==> config.mk <==
export PLATFORM = sky130hd
export DESIGN_NAME = scu_wdt_rst_req_gen_flat
export DESIGN_NICKNAME = d
export VERILOG_FILES = /design/src/rtl/scu_wdt_rst_req_gen_if.sv /design/src/rtl/scu_wdt_rst_req_gen.sv /design/src/flat_wrapper.sv
export SDC_FILE = /design/constraint.sdc
export NUM_CORES = 1
export LEC_CHECK = 0
export CAP_MARGIN = 20
export CORE_MARGIN = 5
export CORE_UTILIZATION = 46
export DETAILED_ROUTE_END_ITERATION = 12
export GPL_TIMING_DRIVEN = 0
export PLACE_DENSITY = 0.79
export SLEW_MARGIN = 20
export SYNTH_ARGS = -nofsm -noshare
export SYNTH_HDL_FRONTEND = slang
export SYNTH_SLANG_ARGS = --single-unit
==> constraint.sdc <==
create_clock -name clk_i -period 2.6 [get_ports clk_i]
set_clock_uncertainty 0.1 [all_clocks]
set_input_delay 0.52 -clock clk_i [delete_from_list [all_inputs] [get_ports clk_i]]
set_output_delay 0.52 -clock clk_i [all_outputs]
set_load 0.03 [all_outputs]
==> src/rtl/scu_wdt_rst_req_gen_if.sv <==
// Watchdog control/status bundle between the SCU register block and the reset-request generator.
// Latency: none, wires only.
// Backpressure: none. Level and pulse signals only, with no handshake.
interface scu_wdt_rst_req_gen_if #(
  parameter int CNT_W = 32
);
  logic             wdt_en_i;
  logic [CNT_W-1:0] wdt_load_i;
  logic             wdt_kick_i;
  logic             wdt_int_clr_i;
  logic             wdt_flag_clr_i;
  logic             main_all_reset_release_i;
  logic             wdt_irq_o;
  logic             wdt_rst_req_o;
  logic             wdt_rst_flag_o;
  logic [CNT_W-1:0] wdt_cnt_o;

  // Register block / boot FSM side
  modport master (
    output wdt_en_i, wdt_load_i, wdt_kick_i, wdt_int_clr_i, wdt_flag_clr_i,
           main_all_reset_release_i,
    input  wdt_irq_o, wdt_rst_req_o, wdt_rst_flag_o, wdt_cnt_o
  );

  // Watchdog side
  modport slave (
    input  wdt_en_i, wdt_load_i, wdt_kick_i, wdt_int_clr_i, wdt_flag_clr_i,
           main_all_reset_release_i,
    output wdt_irq_o, wdt_rst_req_o, wdt_rst_flag_o, wdt_cnt_o
  );
endinterface

==> src/rtl/scu_wdt_rst_req_gen.sv <==
// Two-stage watchdog: stage-1 timeout raises irq, stage-2 timeout raises a held reset request (optional WDT_LOCK_EN lock).
// Latency: all outputs are registered; irq rises load+1 cycles after STAGE1 entry, and rst_req rises load+1 cycles after that.
// Backpressure: none. The request is held until release drops for REQ_HOLD_CNT cycles, then the block waits for re-release.
module scu_wdt_rst_req_gen #(
  parameter int CNT_W        = 32,
  parameter int REQ_HOLD_CNT = 16
) (
  input  logic                  clk_i,
  input  logic                  rst_n_i,
  scu_wdt_rst_req_gen_if.slave  wdt_if
);

  typedef enum logic [2:0] {
    IDLE     = 3'd0,
    STAGE1   = 3'd1,
    STAGE2   = 3'd2,
    RST_REQ  = 3'd3,
    RST_WAIT = 3'd4
  } state_t;

  localparam logic [7:0] HOLD_LAST = 8'(REQ_HOLD_CNT - 1);
  localparam logic [CNT_W-1:0] CNT_ONE = {{(CNT_W-1){1'b0}}, 1'b1};

  state_t           r_state, w_state_n;
  logic [CNT_W-1:0] r_cnt,   w_cnt_n;
  logic [7:0]       r_hold,  w_hold_n;
  logic             r_irq,   w_irq_n;
  logic             r_req,   w_req_n;
  logic             r_flag,  w_flag_n;
  logic             w_en_eff;
  logic             w_rel;

  assign w_rel = wdt_if.main_all_reset_release_i;

`ifdef WDT_LOCK_EN
  logic r_lock, w_lock_n;

  // Once armed, the lock keeps the watchdog running until por reset
  always_ff @(posedge clk_i or negedge rst_n_i) begin
    if (!rst_n_i) r_lock <= 1'b0;
    else          r_lock <= w_lock_n;
  end

  assign w_en_eff = wdt_if.wdt_en_i | r_lock;
`else
  assign w_en_eff = wdt_if.wdt_en_i;
`endif

  // State and datapath registers
  always_ff @(posedge clk_i or negedge rst_n_i) begin
    if (!rst_n_i) begin
      r_state <= IDLE;
      r_cnt   <= '0;
      r_hold  <= '0;
      r_irq   <= 1'b0;
      r_req   <= 1'b0;
      r_flag  <= 1'b0;
    end else begin
      r_state <= w_state_n;
      r_cnt   <= w_cnt_n;
      r_hold  <= w_hold_n;
      r_irq   <= w_irq_n;
      r_req   <= w_req_n;
      r_flag  <= w_flag_n;
    end
  end

  // Next-state and next-output logic; the clear pulses form the defaults so that same-cycle set events override them
  always_comb begin
    w_state_n = r_state;
    w_cnt_n   = r_cnt;
    w_hold_n  = r_hold;
    w_req_n   = r_req;
    w_irq_n   = wdt_if.wdt_int_clr_i  ? 1'b0 : r_irq;
    w_flag_n  = wdt_if.wdt_flag_clr_i ? 1'b0 : r_flag;
`ifdef WDT_LOCK_EN
    w_lock_n  = r_lock;
`endif

    case (r_state)
      IDLE: begin
        w_cnt_n  = wdt_if.wdt_load_i;
        w_hold_n = '0;
        if (w_en_eff && w_rel) begin
          w_state_n = STAGE1;
`ifdef WDT_LOCK_EN
          w_lock_n  = 1'b1;
`endif
        end
      end

      STAGE1: begin
        if (!w_en_eff) begin
          w_state_n = IDLE;
          w_irq_n   = 1'b0;
        end else if (wdt_if.wdt_kick_i) begin
          w_cnt_n   = wdt_if.wdt_load_i;
        end else if (r_cnt == '0) begin
          w_irq_n   = 1'b1;
          w_cnt_n   = wdt_if.wdt_load_i;
          w_state_n = STAGE2;
        end else begin
          w_cnt_n   = r_cnt - CNT_ONE;
        end
      end

      STAGE2: begin
        if (!w_en_eff) begin
          w_state_n = IDLE;
          w_irq_n   = 1'b0;
        end else if (wdt_if.wdt_kick_i) begin
          w_cnt_n   = wdt_if.wdt_load_i;
          w_state_n = STAGE1;
        end else if (r_cnt == '0) begin
          w_state_n = RST_REQ;
          w_req_n   = 1'b1;
          w_flag_n  = 1'b1;
          w_irq_n   = 1'b0;
          w_hold_n  = '0;
        end else begin
          w_cnt_n   = r_cnt - CNT_ONE;
        end
      end

      RST_REQ: begin
        // The hold time runs only while the system reset is actually in progress
        if (!w_rel) begin
          if (r_hold == HOLD_LAST) begin
            w_req_n   = 1'b0;
            w_hold_n  = '0;
            w_state_n = RST_WAIT;
          end else if (r_hold != 8'hFF) begin
            w_hold_n  = r_hold + 8'd1;
          end
        end else begin
          w_hold_n = '0;
        end
      end

      RST_WAIT: begin
        if (w_rel) w_state_n = IDLE;
      end

      default: begin
        w_state_n = IDLE;
      end
    endcase
  end

  assign wdt_if.wdt_irq_o      = r_irq;
  assign wdt_if.wdt_rst_req_o  = r_req;
  assign wdt_if.wdt_rst_flag_o = r_flag;
  assign wdt_if.wdt_cnt_o      = r_cnt;

endmodule

==> src/flat_wrapper.sv <==
// flat-port wrapper written by rule: the top's interface ports become plain ports
module scu_wdt_rst_req_gen_flat 
#(
  parameter int CNT_W        = 32,
  parameter int REQ_HOLD_CNT = 16
)
  (clk_i, rst_n_i, wdt_if_wdt_en_i, wdt_if_wdt_load_i, wdt_if_wdt_kick_i, wdt_if_wdt_int_clr_i, wdt_if_wdt_flag_clr_i, wdt_if_main_all_reset_release_i, wdt_if_wdt_irq_o, wdt_if_wdt_rst_req_o, wdt_if_wdt_rst_flag_o, wdt_if_wdt_cnt_o);
  scu_wdt_rst_req_gen_if #(.CNT_W(CNT_W)) wdt_if_i ();
  input  logic clk_i;
  input  logic rst_n_i;
  input wire logic [$bits(wdt_if_i.wdt_en_i)-1:0] wdt_if_wdt_en_i;
  input wire logic [$bits(wdt_if_i.wdt_load_i)-1:0] wdt_if_wdt_load_i;
  input wire logic [$bits(wdt_if_i.wdt_kick_i)-1:0] wdt_if_wdt_kick_i;
  input wire logic [$bits(wdt_if_i.wdt_int_clr_i)-1:0] wdt_if_wdt_int_clr_i;
  input wire logic [$bits(wdt_if_i.wdt_flag_clr_i)-1:0] wdt_if_wdt_flag_clr_i;
  input wire logic [$bits(wdt_if_i.main_all_reset_release_i)-1:0] wdt_if_main_all_reset_release_i;
  output wire logic [$bits(wdt_if_i.wdt_irq_o)-1:0] wdt_if_wdt_irq_o;
  output wire logic [$bits(wdt_if_i.wdt_rst_req_o)-1:0] wdt_if_wdt_rst_req_o;
  output wire logic [$bits(wdt_if_i.wdt_rst_flag_o)-1:0] wdt_if_wdt_rst_flag_o;
  output wire logic [$bits(wdt_if_i.wdt_cnt_o)-1:0] wdt_if_wdt_cnt_o;
  assign wdt_if_i.wdt_en_i = wdt_if_wdt_en_i;
  assign wdt_if_i.wdt_load_i = wdt_if_wdt_load_i;
  assign wdt_if_i.wdt_kick_i = wdt_if_wdt_kick_i;
  assign wdt_if_i.wdt_int_clr_i = wdt_if_wdt_int_clr_i;
  assign wdt_if_i.wdt_flag_clr_i = wdt_if_wdt_flag_clr_i;
  assign wdt_if_i.main_all_reset_release_i = wdt_if_main_all_reset_release_i;
  assign wdt_if_wdt_irq_o = wdt_if_i.wdt_irq_o;
  assign wdt_if_wdt_rst_req_o = wdt_if_i.wdt_rst_req_o;
  assign wdt_if_wdt_rst_flag_o = wdt_if_i.wdt_rst_flag_o;
  assign wdt_if_wdt_cnt_o = wdt_if_i.wdt_cnt_o;
  scu_wdt_rst_req_gen #(.CNT_W(CNT_W), .REQ_HOLD_CNT(REQ_HOLD_CNT)) u_core (.clk_i(clk_i), .rst_n_i(rst_n_i), .wdt_if(wdt_if_i));
endmodule
==> results.md, run 1 <==
- Outcome: complete, but fails checks
- Violated checks: setup timing
- Worst Setup SP: u_core.wdt_if.wdt_cnt_o[17]$_DFFE_PN0P_
- Die width: 92.3 um
- Worst path slowest cell: or4_4
- Crit path max fanout: 10
- FP Rows: 30
- Vias in the first global route: 3380
- CTS Buffer Depth: 2
- Layout cells sized above 1: 29.8%
- Max-Cap Viols: 0
- Mux cell area share after synthesis: 10.7%
- Dpl cells: 514
- Tmin final: 2.74 ns
- H-tree depth: 2
- Share of the synthesized area in the top cell type: 36.9%
- TritonCTS Buffers: 5
- DRT Pass-1 Iters: 6
- Commonest cells post-synth: 46 x dfrtp_1, 35 x nor2_1, 31 x o21ai_0, 30 x mux2i_1, 24 x nor3_1
- Fin worst setup slack: -0.141 ns
- Post-synth top flop: dfrtp_1
- Via count: 3506
- CTS tree: built
- Routability cong.: 0.843
- PortBufs: 73
- Starting density of the core: 46.7%
- CP required: 2.70 ns
- Post-DRT Antenna Nets: 0
- Critical path class: flop to flop
- Synth cell types: 52
- CP arrival: 2.84 ns
- Final setup viols: 31
- Die height: 92.3 um
- Slew headroom: 53.9%
- Mapped Nets: 401
- Leakage: 1.84 nW
- Post-Synth Adder-Cell Area: 0.803%
- Nets: 511
- GRT Overall Usage: 24.4%
- Tightest Pin Transition: 0.692 ns
- Synth Area in Simple Gates: 23.6%
- Clock root buffer: clkbuf_8
- Area contributors post-synth: dfrtp_1 37%, mux2i_1 9.6%, o21ai_0 5.0%
- Post-Syn Area: 3120 um2
- Synth area leader: dfrtp_1
- Mapped Cells: 360
- Worst path cell trace: or4_4 > buf_6 > or2_4 > nor3_2 > a311o_2 > buf_4 > o21ai_0 > a22o_1
- First-pass GRT wire length: 16.8 mm
- Yosys warns: 0
- Main combinational cell family by area after synthesis: simple AND/OR/NAND/NOR gates
- Die area: 8520 um2
- Worst reg2reg endpoint: u_core.wdt_if.wdt_cnt_o[3]$_DFFE_PN0P_
- DRC viols: 0
- Unrepaired setup endpoints after global routing: yes
- Largest net degree at the start of global routing: 30
- Compound-cell area share of the yosys netlist: 22.5%
- Register area share after synthesis: 36.9%
- Multi-input logic area: 2180 um2
- Final Hold Vio Count: 0
- Initial antenna violation count: 0
- Antenna diodes: 0
- Skew-Pair Late Insertion Delay: 0.31 ns
- Clock slew at the register clock pins of the worst setup and hold paths: 0.09 ns
- Mean post-synth cell area: 8.66 um2
- Crit path max-delay family: simple AND/OR/NAND/NOR gates
- Worst path max stage delay: 0.54 ns
- Worst Hold Class: input pin to async pin
- Finished Layout Cells: 550
- Number of flops mapped to enable cells by yosys: 0
- Number of synthesized register bits: 46
- Layout fillers: 465
- Post-route cell area: 4740 um2
- Iteration-0 DRC Markers: 327
- Drt via density: 6.37
- Detailed placer's ending HPWL: 7.03 mm
- Share of synthesized flip-flops with an asynchronous set or reset: 100%
- FF+latch area: 1160 um2
- Cell Pwr Density: 1030 nW/um2
- Critical Path Start Type: flop
- Max Slew Vio Count: 0
- WL/cell: 19.9 um
- Reg-to-reg slack, setup: -0.14 ns
- Detailed Route WL: 11.0 mm
- CP endpoint kind: flop
- Most frequent cell after synthesis: dfrtp_1
- Worst path bufs/invs: 2
- Xor/xnor share of the synthesized area: 0%
- Maximum VDD drop: 0.000660 V
- Total clock sinks: 46
- Placed cell area: 4000 um2
- Worst r2r path cells: 8
- Gr ovfl total: 0
- FMAX: 365 MHz
- I/O pin cnt: 74
- Post-route clock period utilization: 105%
- Core region area: 6680 um2
- Synth-to-Final Area Change: 51.9%
- R2r startpoint: u_core.wdt_if.wdt_cnt_o[17]$_DFFE_PN0P_
- Hold Buf Count CTS: 0
[sequential cells by signal (all words and copies together) (netlist names)]
name,flops
u_core.wdt_if.wdt_rst_req_o,1
u_core.wdt_if.wdt_cnt_o,32
u_core.r_hold,8
u_core.wdt_if.wdt_rst_flag_o,1
u_core.r_state,3
u_core.wdt_if.wdt_irq_o,1
[how the worst max path moves through the flow]
stage                                              endpoint  slack, ns  cells past startpoint
finish               u_core.wdt_if.wdt_cnt_o[3]$_DFFE_PN0P_      -0.14                      8
global route         u_core.wdt_if.wdt_cnt_o[0]$_DFFE_PN0P_      -0.21                      9
CTS                  u_core.wdt_if.wdt_cnt_o[0]$_DFFE_PN0P_      -0.15                      9
detailed placement  u_core.wdt_if.wdt_cnt_o[20]$_DFFE_PN0P_      -0.33                      9
global placement     u_core.wdt_if.wdt_cnt_o[1]$_DFFE_PN0P_      -0.66                      1
floorplan           u_core.wdt_if.wdt_cnt_o[25]$_DFFE_PN0P_      -0.03                      8
[layout by cell type, fill, tap and decap left out, drive strengths merged, types with 5 or more instances in the layout]
cell           instances
inv                   17
nor3                  25
o2bb2ai               16
nor2b                  5
a2bb2oi                5
nand2                 23
clkdlybuf4s50         72
nor2                  35
dfrtp                 46
o22ai                  6
mux2i                 30
o31ai                  8
nand3                  9
buf                   45
nor4                   9
a21oi                 14
o21ai                 36
or4                    5
clkbuf                13
or3                    9
[worst reg2reg max path: stages, from the launching register on]
cell	delay (ns)
dfrtp_2	0.42
or4_4	0.54
buf_6	0.15
or2_4	0.26
nor3_2	0.20
a311o_2	0.30
buf_4	0.27
o21ai_0	0.15
a22o_1	0.25
[kinds of logic after synthesis]
logic type                 Yosys count
DFF                                 46
AOI/OAI and AO/OA                  103
muxes                               33
buffers and inverters               38
and+or+nand+nor                    138
adders and majority gates            2
[what timing repair did]
action,in CTS,in global routing
gates cloned,4,1
setup endpoints to repair,41,42
buffers inserted,13,12
resized for setup,63,70
pin swaps,12,26
[through the flow]
step / setup TNS [ns] / hold WS (ns) / worst slack [ns] / total power, mW / util, %
4_1_cts: -0.441 / 0.0706 / -0.150 / 4.43 / 65.7
3_3_place_gp: -30.77 / 0.396 / -0.658 / 3.65 / 59.6
5_1_grt: -4.57 / 0.0940 / -0.210 / 5.09 / 70.9
3_5_place_dp: -10.07 / 0.396 / -0.328 / 3.71 / 59.8
6_report: -2.08 / 0.0567 / -0.141 / 4.87 / 70.9
2_1_floorplan: -0.150 / 0.124 / -0.0295 / 2.77 / -
[routing by layer]
metal | track usage (%) | part of all wire (%) | up-vias
met1 | 32.4 | 39 | 1681
met3 | 4.31 | 8.7 | 32
li1 | - | - | 1579
met5 | 0 | 0 | -
met2 | 39.6 | 50 | 214
met4 | 9.65 | 2.4 | 0
[layout make-up]
class | instances | share of cell area, %
inverters | 17 | 1.35
clock buffers | 7 | 1.61
flip-flops and latches | 46 | 24.5
well taps | 80 | 2.11
repair buffers | 103 | 21.1
plain buffers | 20 | 3.43
multi-input cells | 277 | 45.9
[power breakdown]
group | leakage (nW) | internal [mW] | switching (mW)
Sequential | 0.566 | 0.977 | 0.417
Clock | 0.0383 | 0.186 | 0.260
Combinational | 1.24 | 1.38 | 1.65
(Power assumes the default switching activity.)
==> run 2, diff against run 1 <==
--- a/config.mk
+++ b/config.mk
@@ -7,10 +7,10 @@
 export LEC_CHECK = 0
 export CAP_MARGIN = 20
 export CORE_MARGIN = 5
-export CORE_UTILIZATION = 46
+export CORE_UTILIZATION = 50
 export DETAILED_ROUTE_END_ITERATION = 12
 export GPL_TIMING_DRIVEN = 0
-export PLACE_DENSITY = 0.79
+export PLACE_DENSITY = 0.81
 export SLEW_MARGIN = 20
 export SYNTH_ARGS = -nofsm -noshare
 export SYNTH_HDL_FRONTEND = slang
==> constraint.sdc (replaced) <==
create_clock -name clk_i -period 2.91 [get_ports clk_i]
set_clock_uncertainty 0.1 [all_clocks]
set_input_delay 0.582 -clock clk_i [delete_from_list [all_inputs] [get_ports clk_i]]
set_output_delay 0.582 -clock clk_i [all_outputs]
set_load 0.03 [all_outputs]
==> run 2 against run 1 <==
Against the previous run: the run now ends clean; sequential share of layout area grew 3.2 points; non-clock buffer count fell by 20; sequential cell count unchanged; die area fell by 7.1%; critical path type unchanged.
==> results.md, run 2 (synthesized netlist as in run 1, its figures left out) <==
- Post-route clock period utilization: 96.3% (-9.2 points)
- WHS: 0.0921 ns (+0.0354 ns)
- Core region area: 5990 um2 (-10%)
- CTS tree: built
- DP Worst Slack: -0.170 ns (+0.158 ns)
- Worst path max stage delay: 0.50 ns (-0.04 ns)
- Iteration-0 DRC Markers: 246 (-25%)
- Routability cong.: 0.917 (+8.8%)
- Synth-to-Final Area Change: 33.5%
- Drt via density: 6.27 (-1.7%)
- Commonest non-fill, non-tap cells in the layout: 72 x clkdlybuf4s50_1, 45 x dfrtp_1, 35 x nor2_1, 30 x mux2i_1, 30 x o21ai_0
- CP arrival: 2.89 ns (+0.05 ns)
- WL/cell: 18.3 um (-8.4%)
- Clock root buffer: clkbuf_8
- Crit path max fanout: 6 (-4)
- Die width: 89.0 um (-3.6%)
- Die area: 7920 um2 (-7.1%)
- Final core utilization: 69.5% (-1.4 points)
- H-tree depth: 2 (unchanged)
- Skew-Pair Late Insertion Delay: 0.31 ns (about the same)
- Final setup viols: 0 (-100%)
- Initial antenna violation count: 0 (unchanged)
- TritonCTS Buffers: 5 (unchanged)
- Layout fillers: 485 (+4.3%)
- Critical path class: flop to flop
- CP required: 3.00 ns (+0.30 ns)
- Final Hold Vio Count: 0 (unchanged)
- Tightest Pin Transition: 0.591 ns (-0.101 ns)
- Worst path cell trace: inv_1 > ha_2 > or4b_4 > nor4_4 > buf_4 > nand4_1 > mux2_4 > a222oi_1 > o21ai_1
- Post-DRT Antenna Nets: 0 (unchanged)
- Die height: 89.0 um (-3.6%)
- GRT Overall Usage: 24.9% (+0.40 points)
- PortBufs: 73 (unchanged)
- Reg-to-reg slack, setup: 0.11 ns (+0.25 ns)
- Max Slew Vio Count: 0 (unchanged)
- Tot Pwr: 3.77 mW (-23%)
- Fin worst setup slack: 0.109 ns (+0.250 ns)
- FP Rows: 28 (-6.7%)
- Largest register FFs: 32 (unchanged)
- Worst path slowest cell: or4b_4
- Cell Pwr Density: 906 nW/um2 (-12%)
- FMAX: 357 MHz (-2.1%)
- Starting density of the core: 52.0% (+5.4 points)
- Dpl cells: 509 (-0.97%)
- CTS Buffer Depth: 2 (unchanged)
- Largest net degree at the start of global routing: 31 (+3.3%)
- Slew headroom: 60.3% (+6.4 points)
- Via count: 3278 (-6.5%)
- Vias in the first global route: 3173 (-6.1%)
- Detailed Route WL: 9.56 mm (-13%)
- Worst Setup SP: u_core.wdt_if.wdt_cnt_o[0]$_DFFE_PN0P_
- Leakage: 1.64 nW (-11%)
- Detailed placer's ending HPWL: 7.06 mm (+0.40%)
- Maximum VDD drop: 0.000578 V (-12%)
- Total clock sinks: 46 (unchanged)
- Finished Layout Cells: 523 (-4.9%)
- I/O pin cnt: 74 (unchanged)
- Tmin final: 2.80 ns (+0.0599 ns)
- R2r startpoint: u_core.wdt_if.wdt_cnt_o[0]$_DFFE_PN0P_
- Nets: 490 (-4.1%)
- DRC viols: 0 (unchanged)
- Hold Buf Count CTS: 0 (unchanged)
- First-pass GRT wire length: 15.4 mm (-7.8%)
- Commonest non-fill, non-tap cell in the layout: clkdlybuf4s50_1
- CP endpoint kind: flop
- Critical Path Start Type: flop
- Clock slew at the register clock pins of the worst setup and hold paths: 0.09 ns (about the same)
- Layout cells sized above 1: 11.6% (-18 points)
- Max-Cap Viols: 0 (unchanged)
- Outcome: finished, final reports clean
- Antenna diodes: 0 (unchanged)
- Worst Hold Class: input pin to async pin
- DRT Pass-1 Iters: 5 (-1)
- Gr ovfl total: 0 (unchanged)
-- run 2: cell count changes in the layout (fill, tap and decap cells not counted), sizes merged --
| cell | change |
|---|---|
| clkbuf | +1 |
| o31a | -1 |
| buf | -22 |
-- run 2: repair_timing --
item	4_1_cts	5_1_grt
pin swaps	1	4
resized for setup	1	21
setup buffers	2	6
endpoints found under the setup margin	31	37
-- run 2: path summary, 6_finish.rpt --
check | endpoint | cells past startpoint
max | u_core.wdt_if.wdt_cnt_o[1]$_DFFE_PN0P_ | 9
min | u_core.wdt_if.wdt_cnt_o[17]$_DFFE_PN0P_ | 1
max reg2reg | u_core.wdt_if.wdt_cnt_o[1]$_DFFE_PN0P_ | 9
min reg2reg | u_core.wdt_if.wdt_rst_req_o$_DFFE_PN0P_ | 2
max in group asynchronous | u_core.wdt_if.wdt_cnt_o[0]$_DFFE_PN0P_ | 2
min in group clk_i | u_core.wdt_if.wdt_rst_req_o$_DFFE_PN0P_ | 2
-- run 2: report_power, final --
part	leakage [nW]	internal [mW]	switching, mW
Sequential	0.572	0.866	0.330
Combinational	1.03	0.931	1.24
Clock	0.0431	0.184	0.222
-- run 2: metrics by stage --
step           TNS, ns  instance area, um2
2_1_floorplan        0                3120
3_3_place_gp    -11.68                3940
3_5_place_dp     -3.40                3960
4_1_cts              0                4060
5_1_grt        -0.0104                4160
6_report             0                4160
-- run 2: cell type report --
| class | instances | area, um2 | share of cell area, % |
|---|---|---|---|
| inverter | 17 | 63.8 | 1.53 |
| buffer | 21 | 119 | 2.86 |
| clock buffer | 6 | 82.6 | 1.98 |
| timing repair buffer | 82 | 806 | 19.4 |
| tap | 75 | 93.8 | 2.25 |
| multi-input combinational | 276 | 1840 | 44.3 |
| sequential | 46 | 1150 | 27.7 |
-- run 2: per-layer routing --
layer  routed length, um  up-vias  GRT usage (%)  part of all wire (%)
met1                4060     1573           33.0                    42
met3                 776       19           4.42                   8.1
met2                4580      163           42.2                    48
li1                    -     1523              -                     -
met4                 138        0           6.36                   1.4
met5                   0        -              0                     0
-- run 2: worst max-delay path, delay by kind of cell (launching register included) --
family | cells | cell delay, ns
AND/OR/NAND/NOR | 3 | 0.93
buffers and inverters | 2 | 0.26
adder cells (fa/ha/maj) | 1 | 0.20
AO/OA/AOI/OAI | 2 | 0.39
multiplexers | 1 | 0.37
flip-flops | 1 | 0.44
